**src/rtl/if_id_inst_buffer.sv**
```systemverilog
// if_id_inst_buffer: in-order instruction queue between IF and ID.
// Captures {pc, inst, delay-slot tag} on every I-cache return and hands entries
// to decode over valid/ready. Flush (redirect) empties the queue in one cycle.
// Optional build macro IF_ADEL_CHECK_EN: adds id_adel, a per-entry misaligned-pc
// flag computed at push time.
module if_id_inst_buffer #(
    parameter int DEPTH  = 4,
    parameter int ADDR_W = 2
) (
    input  logic              clk,
    input  logic              reset,
    input  logic              inst_valid,
    input  logic [31:0]       inst_pc,
    input  logic [31:0]       inst_data,
    input  logic              inst_dslot,
    input  logic              flush,
    input  logic              id_ready,
    output logic              id_valid,
    output logic [31:0]       id_pc,
    output logic [31:0]       id_inst,
    output logic              id_dslot,
    output logic              buf_full,
    output logic              buf_afull,
    output logic [ADDR_W:0]   buf_count,
    output logic              buf_ovf
`ifdef IF_ADEL_CHECK_EN
    ,
    output logic              id_adel
`endif
);

    localparam logic [ADDR_W:0] PTR_ONE  = {{ADDR_W{1'b0}}, 1'b1};
    localparam logic [ADDR_W:0] AFULL_LV = (ADDR_W+1)'(DEPTH-1);

    typedef struct packed {
        logic [31:0] pc;
        logic [31:0] inst;
        logic        dslot;
`ifdef IF_ADEL_CHECK_EN
        logic        adel;
`endif
    } entry_t;

    entry_t            r_mem [DEPTH];
    logic [ADDR_W:0]   r_wr_ptr;
    logic [ADDR_W:0]   r_rd_ptr;
    logic              r_ovf;

    logic              w_empty;
    logic              w_full;
    logic              w_push;
    logic              w_pop;
    logic [ADDR_W:0]   w_count;
    entry_t            w_head;
    entry_t            w_new;

    // Occupancy flags from pre-edge pointers; the extra MSB distinguishes full from empty.
    always_comb begin
        w_empty = (r_wr_ptr == r_rd_ptr);
        w_full  = (r_wr_ptr[ADDR_W] != r_rd_ptr[ADDR_W]) &&
                  (r_wr_ptr[ADDR_W-1:0] == r_rd_ptr[ADDR_W-1:0]);
        w_count = r_wr_ptr - r_rd_ptr;
        w_push  = inst_valid && !w_full && !flush;
        w_pop   = !w_empty && id_ready && !flush;
        w_head  = r_mem[r_rd_ptr[ADDR_W-1:0]];
    end

    // Assemble the entry written on push (misalignment flag evaluated here, not at read).
    always_comb begin
        w_new       = '0;
        w_new.pc    = inst_pc;
        w_new.inst  = inst_data;
        w_new.dslot = inst_dslot;
`ifdef IF_ADEL_CHECK_EN
        w_new.adel  = (inst_pc[1:0] != 2'b00);
`endif
    end

    // Pointer and overflow state; flush outranks push/pop and clears the sticky overflow.
    always_ff @(posedge clk) begin
        if (reset) begin
            r_wr_ptr <= '0;
            r_rd_ptr <= '0;
            r_ovf    <= 1'b0;
        end else if (flush) begin
            r_wr_ptr <= '0;
            r_rd_ptr <= '0;
            r_ovf    <= 1'b0;
        end else begin
            if (w_push)
                r_wr_ptr <= r_wr_ptr + PTR_ONE;
            if (w_pop)
                r_rd_ptr <= r_rd_ptr + PTR_ONE;
            if (inst_valid && w_full)
                r_ovf <= 1'b1;
        end
    end

    // Entry storage; flush leaves stale data in place, only reset zeroes it.
    always_ff @(posedge clk) begin
        if (reset) begin
            for (int i = 0; i < DEPTH; i++)
                r_mem[i] <= '0;
        end else if (w_push) begin
            r_mem[r_wr_ptr[ADDR_W-1:0]] <= w_new;
        end
    end

    // Head presentation is a plain read of the entry at rd_ptr; no write bypass.
    always_comb begin
        id_valid  = !w_empty;
        id_pc     = w_head.pc;
        id_inst   = w_head.inst;
        id_dslot  = w_head.dslot;
        buf_full  = w_full;
        buf_afull = (w_count >= AFULL_LV);
        buf_count = w_count;
        buf_ovf   = r_ovf;
`ifdef IF_ADEL_CHECK_EN
        id_adel   = !w_empty && w_head.adel;
`endif
    end

endmodule

```
**config.mk**
```make
export PLATFORM = sky130hd
export DESIGN_NAME = if_id_inst_buffer
export DESIGN_NICKNAME = d
export VERILOG_FILES = /design/src/rtl/if_id_inst_buffer.sv
export SDC_FILE = /design/constraint.sdc
export NUM_CORES = 1
export LEC_CHECK = 0
export BUFFER_PORTS_ARGS = -buffer_cell sky130_fd_sc_hd__buf_4
export CAP_MARGIN = 20
export CORE_UTILIZATION = 57
export CTS_CLUSTER_DIAMETER = 40
export DETAILED_ROUTE_END_ITERATION = 6
export PLACE_DENSITY = 0.78
export SETUP_SLACK_MARGIN = 0.1
export SYNTH_ARGS = -nofsm -noshare
export SYNTH_HDL_FRONTEND = slang
export SYNTH_SLANG_ARGS = --single-unit
```
**constraint.sdc**
```tcl
create_clock -name clk -period 3.8 [get_ports clk]
set_input_delay 0.38 -clock clk [delete_from_list [all_inputs] [get_ports clk]]
set_output_delay 0.38 -clock clk [all_outputs]
set_load 0.02 [all_outputs]
```
# Word level (Yosys, flattened, before mapping)
# Memory sizes are Yosys's and may differ from the RTL's. A register that Yosys moved wholly into a read port is not among the register bits.
# Cells that the tools add are included.
dict set report classes {
  muxes 10
  n_reduce_logical 11
  div_mod_pow 0
  shift 0
  n_addsub 3
  n_lt_le_gt_ge 1
  n_bitwise 0
  multipliers 0
  n_eq_ne 3
}
# op count
set op_table {}
lappend op_table {{two-way mux 65 bit} 1}
lappend op_table {{OR reduction 65 bit} 1}
lappend op_table {{adder 3 x 1 -> 3 bit (second input constant)} 2}
lappend op_table {{logical AND 1 bit} 6}
lappend op_table {{two-way mux 1 bit} 6}
lappend op_table {{two-way mux 2 bit} 3}
lappend op_table {{== test 3 bit} 1}
lappend op_table {{>= comparator 3 x 2 -> 1 bit (second input constant)} 1}
lappend op_table {{zero test 1 bit} 3}
lappend op_table {{subtractor 3 bit} 1}
lappend op_table {{== test 2 bit} 1}
lappend op_table {{OR reduction 2 bit} 1}
lappend op_table {{!= test 1 bit} 1}
dict set report totals {
  mem_count 1
  latchBits 0
  register_bits 7
  output_inout_bits 72
  romBits 0
  ramBits 260
  input_bits 70
}
# memory depth width read_ports rd_ports_with_merged_regs wr line
set memory_table {}
lappend memory_table {r_mem 4 65 1 1 4 44} ;# entry_t r_mem [DEPTH];

# Longest topological paths before layout
# Gate-level depths: netlist of run 1.
dict set report depth {
  depth_word 10
  ltp_mapped 7
  depth_no_buf 6
}

# Worst setup path before layout of run 1
# Ideal clock, no wire load.
dict set report synth_timing {
  kind {register to register}
  startpoint {reg r_wr_ptr[0]}
  endpoint {mem r_mem[0][0] (netlist bit), enable pin}
  period_less_slack_ps 3116
  n_path_buf 0
  stages_incl_launch_ff 6
  setup_ps 434
  slack_ps 684
  t_arrival_ps 2682
  path_cell_list {dfxtp_1 inv_1 ha_1 nand2_1 o2111ai_2 nand2b_1}
}
# element line
set synth_lines {}
lappend synth_lines {{from (decl)} 45} ;# logic [ADDR_W:0] r_wr_ptr;
lappend synth_lines {{from (signal assigned)} 91} ;# r_wr_ptr <= r_wr_ptr + PTR_ONE;
lappend synth_lines {{to (decl)} 44}

==> results by group, run 1 <==
Run status
  • Status: complete, no violations

CTS
  • CTS tree: done
  • CTS sink count: 269
  • Post-CTS Setup Inserts: 0
  • # resized after CTS: 0
  • Post-CTS Hold Buffers: 0
  • Num CTS Buffers: 29
  • Root Buffer: clkbuf_16
  • CTS Buffer Depth: 3
  • H-Tree Depth: 1
  • Clk_lat worst skew: 0.52 ns
  • Clock Pin Slew Worst Setup and Hold Paths: 0.06 ns

Final layout
  • Reg area: 7995 um2
  • Final net count: 980
  • Ant diodes: 0
  • Layout Utilization: 70.51%
  • Fin area: 13900 um2
  • Most common cell after layout, fill and taps aside: nor2_1
  • Proportion of layout cells with a drive suffix above 1: 29.67%
  • Most frequent cells in the layout: nor2_1 (262), edfxtp_1 (260), buf_4 (153), nand2b_1 (66), mux4_2 (65)
  • Area of the multi-input gates: 3314 um2
  • Area Overhead vs Synth: 19.88%
  • FILL cells: 1251

Routing
  • DR pass1 iterations: 7
  • Initial DRC Count: 560
  • Post-route ant nets: 0
  • Final wirelength: 24800 um
  • Wirelength per Cell: 20.80 um
  • Vias per cell: 5.753
  • Total vias in the final route: 6857
  • DRC: 0

Synth
  • Number of enable flip-flop cells after synthesis: 260
  • Synth Area in XOR/XNOR: 0.2913%
  • Post-synthesis sequential area ratio: 68.87%
  • Synth area leaders: edfxtp_1 (67%), mux4_2 (13%), nor2_1 (8.5%)
  • Main combinational cell family by area after synthesis: multiplexers
  • Yosys top cell by area: edfxtp_1
  • Post-Syn Area: 11600 um2
  • Async S/R FF share, synth: 0%
  • Synthesized-area fraction occupied by adder cells: 0.6042%
  • Top_reg_cell synth: edfxtp_1
  • Mean Syn Cell Area: 15.16 um2
  • Synth Area in Simple Gates: 12.92%
  • Compound-gate portion of the synthesized area: 0.9602%
  • Synth warnings: 0
  • Top cell type's share of synthesized area: 67.32%
  • Post-Syn Nets: 840
  • Number of distinct library cells after synthesis: 34
  • Flops & latches, synth: 269
  • Mux cell area share after synthesis: 13.14%
  • Instance count of the mapped netlist: 765

Setup path
  • Critical Path Max Stage Delay: 0.56 ns
  • Crit. End Element: register
  • CP max FO: 20
  • CP delay by family, top: compound AO/OA/AOI/OAI gates
  • Crit-path cells: inv_1 > ha_1 > and2_1 > a21boi_0 > a31o_4 > buf_4
  • Data arrival, critical path: 3.13 ns
  • WP buf/inv: 2
  • Setup CP Type: register to register
  • CP max stage cell: a21boi_0
  • Required time of the critical path: 4.00 ns
  • CP startpoint kind: register

STA
  • Unrepaired setup endpoints after global routing: false
  • Final Max Slew Viols: 0
  • Final period utilization: 77.04%
  • Setup TNS: 0 ns
  • Max Fclk: 341.6 MHz
  • Clock Skew: 0.01302 ns
  • Fin. Hold Viols: 0
  • Final min period: 2.928 ns
  • Measured slew at the worst slew-check pin: 1.004 ns
  • Max-slew headroom: 33.08%
  • Final-report setup violation count: 0

Power and ir drop
  • Pwr Density: 488.8 nW/um2
  • Pleak: 0.005131 uW
  • Max VDD drop: 0.0003401 V
  • Total power: 6796 uW

Placement
  • Routability Congestion: 0.8125
  • I/O Buffers: 141
  • Area after DPL: 12940 um2
  • Detail Placement HPWL: 14060 um

Global route
  • GRT overflow: 0
  • First-pass GRT wire length: 37590 um
  • GRT Util Overall: 24.26%
  • Pin count of the biggest net entering global routing: 66
  • Vias in the first global route: 7071
  • Antenna violations before repair: 0

Die
  • Core area: 19720 um2
  • Die Ht: 144.6 um
  • Die area: 20920 um2
  • FP Rows: 51
  • IO Pins: 142
  • Chip width: 144.6 um
  • Initial Utilization: 58.82%

Min path
  • Hold Path Class: input port to register

Job
  • Max Cap Viol: 0
## layout make-up
type | instances | area share (%)
Multi-Input combinational cell | 439 | 23.84
Clock buffer | 35 | 5.382
Timing Repair Buffer | 159 | 9.125
Inverter | 7 | 0.1890
Sequential cell | 269 | 57.51
Tap cell | 265 | 2.385
Clock inverter | 18 | 1.575
## sequential cells by signal, indices dropped and copies added (netlist names), named ones only
signal / flops
buf_ovf: 1
r_mem: 260
r_rd_ptr: 3
r_wr_ptr: 3
## power by group
part / internal, uW / switching (uW) / leakage (uW) / total [uW]
sequential: 3380 / 38.1 / 0.00280 / 3420
combinational: 233 / 324 / 0.00187 / 557
clock: 1740 / 1080 / 0.000463 / 2820
## cells in the mapped netlist (2+ instances only)
cell       count
nand2_1        8
inv_1          7
edfxtp_1     260
nor2b_1        2
buf_6         15
buf_2         12
nand2b_1      69
nor2_1       262
o2111ai_2      3
clkbuf_1      14
ha_1           4
dfxtp_1        9
buf_4          8
mux4_2        65
or3_1          3
mux2i_1        6
## metal layers
layer | GRT usage [%] | vias to the layer above | share of wire (%)
li1 | - | 3061 | -
met4 | 6.759 | 0 | 1.6
met3 | 3.278 | 32 | 6.5
met2 | 41.85 | 284 | 52
met1 | 32.53 | 3480 | 40
met5 | 0 | - | 0
## through the flow
| step | hold WS (ns) | setup slack [ns] | instances |
|---|---|---|---|
| 2_1_floorplan | 0.4593 | 0.6844 | 765 |
| 3_3_place_gp | 0.4993 | 1.047 | 1139 |
| 3_5_place_dp | 0.5037 | 0.9153 | 1139 |
| 4_1_cts | 0.06933 | 0.8903 | 1192 |
| 5_1_grt | 0.07147 | 0.7409 | 1192 |
| 6_report | 0.08306 | 0.8724 | 1192 |
## worst register-to-register path: stages, from the launching register on
cell and delay, ns:
dfxtp_1 0.44, inv_1 0.18, ha_1 0.35, and2_1 0.22
a21boi_0 0.56, a31o_4 0.50, buf_4 0.36
## final timing paths
path | from | end | slack [ns] | cells after the start
max | r_wr_ptr[0] | r_mem[3][49] | 0.87 | 6
min | flush | buf_ovf | 0.08 | 2
max reg2reg | r_wr_ptr[0] | r_mem[3][49] | 0.87 | 6
min reg2reg | r_rd_ptr[1] | register | 0.52 | 2
## kinds of logic (layout without fill, tap and decap cells)
family | after synthesis | in the layout
simple gates | 348 | 348
compound gates | 12 | 12
fa+ha+maj | 5 | 5
buf+inv | 57 | 219
mux | 71 | 71
flops | 269 | 269
xor+xnor | 3 | 3
Note: power is estimated with default switching activity, not from simulation.
==> run 2, diff against run 1 <==
Settings changed: CORE_UTILIZATION 57 to 52, PLACE_DENSITY 0.78 to 0.75.
Clock period 3.8 ns to 2.4 ns, I/O delays scaled along.
==> run 2 against run 1 <==
Effect of this change:
- cell area up 3.4%
- sequential power up 58%
- routed wire length up 2.7%
- sequential share of layout area down 1.9 points
- non-clock buffer count up 15
- setup slack worse by 0.68 ns
- hold slack worse by 0.062 ns
- first-iteration DRC count down 7.7%
- final cell count up 3.3%
- register-to-register slack worse by 0.51 ns
- critical endpoint is now id_inst[0]
- largest cell class unchanged
- highest routed layer unchanged
==> results by group, run 2 (synthesis results as in run 1) <==
CTS
  • CTS Buffer Depth: 3
  • H-Tree Depth: 2
  • Num CTS Buffers: 35
  • Clk_lat worst skew: 0.50 ns
  • Root Buffer: clkbuf_16
  • Clock Pin Slew Worst Setup and Hold Paths: 0.05 ns
  • CTS sink count: 269
  • CTS tree: done

Final layout
  • Max FFs per register: 260
  • Ant diodes: 0
  • Final net count: 1001
  • Area Overhead vs Synth: 23.94%
  • Proportion of layout cells with a drive suffix above 1: 32.28%
  • Most frequent cells in the layout: nor2_1 (262), edfxtp_1 (260), buf_4 (159), nand2b_1 (66), mux4_2 (65)
  • Register name with the most flops: r_mem
  • Most common cell after layout, fill and taps aside: nor2_1
  • Top flop regs: r_mem x260, r_rd_ptr x3, r_wr_ptr x3
  • FILL cells: 1515

Placement
  • I/O Buffers: 141
  • Routability Congestion: 0.7807
  • Detail Placement HPWL: 15060 um
  • Dpl ws: 0.3090 ns

Setup path
  • Critical R2R Capture: r_mem[3][18]
  • Flop-to-flop setup slack: 0.36 ns
  • Data arrival, critical path: 1.97 ns
  • Reg2reg path depth: 7
  • Required time of the critical path: 2.16 ns
  • Setup CP Type: register to output pin
  • CP max FO: 37
  • CP startpoint kind: register
  • Reg2reg start: r_rd_ptr[1]
  • Crit. End Element: output pin

Die
  • FP Rows: 54
  • Die area: 22900 um2
  • IO Pins: 142
  • Initial Utilization: 53.14%
  • Chip width: 151.3 um
  • Core area: 21820 um2
  • Die Ht: 151.3 um

Min path
  • Hold Path Class: input port to register
  • Hold path start: id_ready
  • Hold Path End: r_rd_ptr[2]
  • Cells on Worst Hold Path: 3

Global route
  • GRT overflow: 0
  • Pin count of the biggest net entering global routing: 66
  • First-pass GRT wire length: 38900 um
  • Vias in the first global route: 7080
  • GRT Util Overall: 23.21%
  • Antenna violations before repair: 0

Routing
  • Final wirelength: 25470 um
  • Vias per cell: 5.556
  • Initial DRC Count: 517
  • DRC: 0
  • Post-route ant nets: 0
  • Wirelength per Cell: 20.69 um
  • Total vias in the final route: 6840
  • DR pass1 iterations: 4

STA
  • Clock Skew: 0.01849 ns
  • Max-slew headroom: 52.05%
  • Measured slew at the worst slew-check pin: 0.7157 ns
  • Final Hold Slack: 0.02071 ns
  • Setup TNS: 0 ns
  • Final Max Slew Viols: 0
  • Final period utilization: 92.05%
  • Final min period: 2.209 ns
  • Unrepaired setup endpoints after global routing: false
  • Fin. Hold Viols: 0
  • Post-route setup slack: 0.1907 ns
  • Final-report setup violation count: 0
  • Max Fclk: 452.6 MHz

Power and ir drop
  • Pwr Density: 805.9 nW/um2
  • Pleak: 0.005371 uW
  • Max VDD drop: 0.0004219 V

Job
  • Max Cap Viol: 0

Run status
  • Status: complete, no violations
==> run 2: cell types whose count changed in the layout (fill, tap and decap cells not counted), sizes merged <==
cell         before  now
clkinvlp          2    1
clkbuf           35   39
inv               8   11
clkinv           10   12
buf             159  173
dlygate4sd3       0    1
bufinv            5    6
==> run 2: report_power, final <==
part / internal (uW) / total (uW) / switching (uW)
combinational: 392 / 910 / 519
sequential: 5360 / 5420 / 58.8
clock: 3340 / 5260 / 1910
total: 9100 / 11600 / 2490
==> run 2: worst max-delay path by stage <==
stage	startpoint	to	slack, ns	depth (start not counted)
after floorplan	r_wr_ptr[0]	r_mem[3][0]	0.14	5
after global placement	r_wr_ptr[1]	r_mem[3][25]	0.33	5
after detailed placement	r_wr_ptr[1]	r_mem[2][28]	0.31	5
after CTS	r_wr_ptr[1]	buf_full	0.13	5
after global routing	register	id_inst[0]	0.11	3
final	register	id_inst[0]	0.19	3
==> run 2: cell type report <==
class	count	area (um2)	share of cell area, %
multi-input cells	439	3326	23.14
clock buffers	39	890.9	6.198
clock inverters	23	291.5	2.028
inverters	7	26.28	0.1828
repair buffers	174	1491	10.38
flip-flops and latches	269	7998	55.64
well taps	280	350.3	2.437
==> run 2: critical path, cell delays in order, from the launching register on <==
cell,delay [ns]
dfxtp_4,0.37
buf_12,0.29
mux4_2,0.61
buf_4,0.19
==> run 2: metal layers <==
| metal | up-vias | share of wire, % | GRT usage, % |
|---|---|---|---|
| met5 | - | 0 | 0 |
| li1 | 3109 | - | - |
| met3 | 46 | 6.5 | 4.428 |
| met1 | 3445 | 40 | 30.47 |
| met4 | 0 | 2.1 | 7.700 |
| met2 | 240 | 51 | 39.00 |
==> run 2: repair_timing <==
| action | 4_1_cts | 5_1_grt |
|---|---|---|
| hold buffers | 1 | 0 |
| endpoints found under the setup margin | 7 | 2 |
| hold endpoints to repair | 1 | 0 |
| buffers inserted | 1 | 0 |
| cloned | 0 | 0 |
| resized for setup | 0 | 3 |
==> run 2: stage by stage <==
stage	instance area [um2]	std cells	util, %	total power [uW]
global route	14370	1231	65.86	11900
floorplan	11630	765	-	5993
CTS	14360	1231	65.82	11650
detailed placement	13140	1167	60.23	6424
finish	14370	1231	65.86	11580
global placement	13140	1167	60.23	6406
==> run 3, diff against run 2 <==
Settings changed: CELL_PAD_IN_SITES_DETAIL_PLACEMENT set to 1, CELL_PAD_IN_SITES_GLOBAL_PLACEMENT set to 1, CORE_UTILIZATION 52 to 44, PLACE_DENSITY 0.75 to 0.76.
==> run 3 against run 2 <==
Effect of this change:
- fmax fell by 0.89%
- setup slack got worse by 0.020 ns
- utilization is 10 points lower
- hold slack got worse by 0.0024 ns
- sequential cell count unchanged
- non-clock buffer count up 7
- via count increased by 1.3%
- die area rose by 18%
- critical path type unchanged
- largest power group unchanged
==> results by group, run 3 (synthesis results as in run 1) <==
STA
  • Final Max Slew Viols: 0
  • Max Fclk: 448.6 MHz
  • Measured slew at the worst slew-check pin: 0.5616 ns
  • Max-slew headroom: 62.42%
  • Setup TNS: 0 ns
  • Final-report setup violation count: 0
  • Final period utilization: 92.88%
  • Final min period: 2.229 ns
  • Unrepaired setup endpoints after global routing: false
  • Clock Skew: 0.01823 ns
  • Fin. Hold Viols: 0

Placement
  • Routability Congestion: 0.7856
  • I/O Buffers: 141
  • Detail Placement HPWL: 17650 um
  • Area after DPL: 13280 um2

Die
  • IO Pins: 142
  • Chip width: 164.4 um
  • Die Ht: 164.4 um
  • Initial Utilization: 44.63%
  • Die area: 27010 um2
  • FP Rows: 59
  • Core area: 25980 um2

Global route
  • Vias in the first global route: 7535
  • First-pass GRT wire length: 44460 um
  • Antenna violations before repair: 0
  • GRT overflow: 0
  • Pin count of the biggest net entering global routing: 52
  • GRT Util Overall: 22.30%

Final layout
  • Ant diodes: 0
  • Top flop regs: r_mem x260, r_rd_ptr x3, r_wr_ptr x3
  • Max FFs per register: 260
  • Register name with the most flops: r_mem
  • Fin area: 14500 um2
  • Most frequent cells in the layout: nor2_1 (262), edfxtp_1 (260), buf_4 (165), nand2b_1 (66), mux4_2 (65)
  • Area Overhead vs Synth: 25.03%
  • Proportion of layout cells with a drive suffix above 1: 32.36%
  • Final net count: 1009
  • Most common cell after layout, fill and taps aside: nor2_1

Min path
  • Hold path start: id_ready
  • Hold Path Class: input port to register

CTS
  • Root Buffer: clkbuf_16
  • Clock Pin Slew Worst Setup and Hold Paths: 0.05 ns
  • H-Tree Depth: 2
  • CTS sink count: 269
  • Clk_lat worst skew: 0.51 ns
  • CTS Buffer Depth: 3
  • # resized after CTS: 0
  • Num CTS Buffers: 36
  • CTS tree: done

Routing
  • DRC: 0
  • DR pass1 iterations: 4
  • Wirelength per Cell: 22.28 um
  • Post-route ant nets: 0
  • Initial DRC Count: 431
  • Total vias in the final route: 6928
  • Vias per cell: 5.346
  • Final wirelength: 28880 um

Setup path
  • Crit. End Element: output pin
  • CP delay by family, top: adder cells
  • Data arrival, critical path: 1.99 ns
  • Worst Setup SP: r_wr_ptr[0]
  • Critical Path Max Stage Delay: 0.38 ns
  • WP buf/inv: 3
  • Crit-path cells: inv_1 > ha_1 > inv_1 > fa_1 > xnor2_1 > a21o_1 > buf_4
  • Reg2reg start: r_wr_ptr[0]
  • CP startpoint kind: register
  • CP max FO: 2
  • Setup CP Type: register to output pin
  • Required time of the critical path: 2.16 ns
  • Critical Path Most Common Cell: inv_1
  • CP max stage cell: fa_1

Power and ir drop
  • Pleak: 0.005389 uW
  • Pwr Density: 802.3 nW/um2
  • Max VDD drop: 0.0005991 V
  • Total power: 11630 uW

Job
  • Max Cap Viol: 0

Run status
  • Status: complete, no violations
run 3: path summary, 6_finish.rpt:
kind              cells after the start      endpoint  slack (ns)
setup reg to reg                      7  r_mem[2][24]        0.23
hold / removal                        3   r_rd_ptr[2]        0.02
hold reg to reg                       2      register        0.51
setup / recovery                      7     buf_afull        0.17
run 3: area by class of cell:
class / instances / area, um2
Timing Repair Buffer: 181 / 1549
Clock inverter: 23 / 216.5
Sequential cell: 269 / 7995
Inverter: 7 / 26.28
Clock buffer: 42 / 975.9
Multi-Input combinational cell: 439 / 3318
Tap cell: 335 / 419.2
Fill cell: 2485 / 11480
run 3: worst register-to-register path, cell delays in order (launching register included):
cell and delay, ns:
dfxtp_1 0.35, inv_1 0.07, ha_1 0.31, nand2_1 0.17, buf_4 0.22, o2111ai_4 0.29
buf_4 0.38, nor2_1 0.11
run 3: what timing repair did:
item                       4_1_cts  5_1_grt
setup endpoints to repair       52        0
hold buffers                     1        0
setup buffers                    3        0
hold endpoints to repair         1        0
run 3: power by group:
group / internal, uW / total [uW] / switching [uW]
Clock: 3250 / 5270 / 2030
Sequential: 5360 / 5420 / 62.6
Combinational: 397 / 937 / 540
Total: 9000 / 11600 / 2630
run 3: metal layers:
metal | global-route usage (%) | share of wire (%) | vias to the layer above | routed length, um
li1 | - | - | 3116 | -
met1 | 29.17 | 42 | 3581 | 12170
met2 | 37.90 | 51 | 191 | 14730
met3 | 3.662 | 4.6 | 40 | 1335
met4 | 7.323 | 2.2 | 0 | 643
met5 | 0 | 0 | - | 0
run 3: metrics by stage:
step / std cells / utilization [%] / hold slack [ns] / setup slack (ns)
after floorplan: 765 / - / 0.3193 / 0.1396
after global placement: 1227 / 51.09 / 0.4799 / 0.3729
after detailed placement: 1227 / 51.09 / 0.4944 / 0.2859
after CTS: 1296 / 55.80 / 0.009103 / 0.1533
after global routing: 1296 / 55.80 / 0.03559 / 0.1050
final: 1296 / 55.80 / 0.01835 / 0.1709
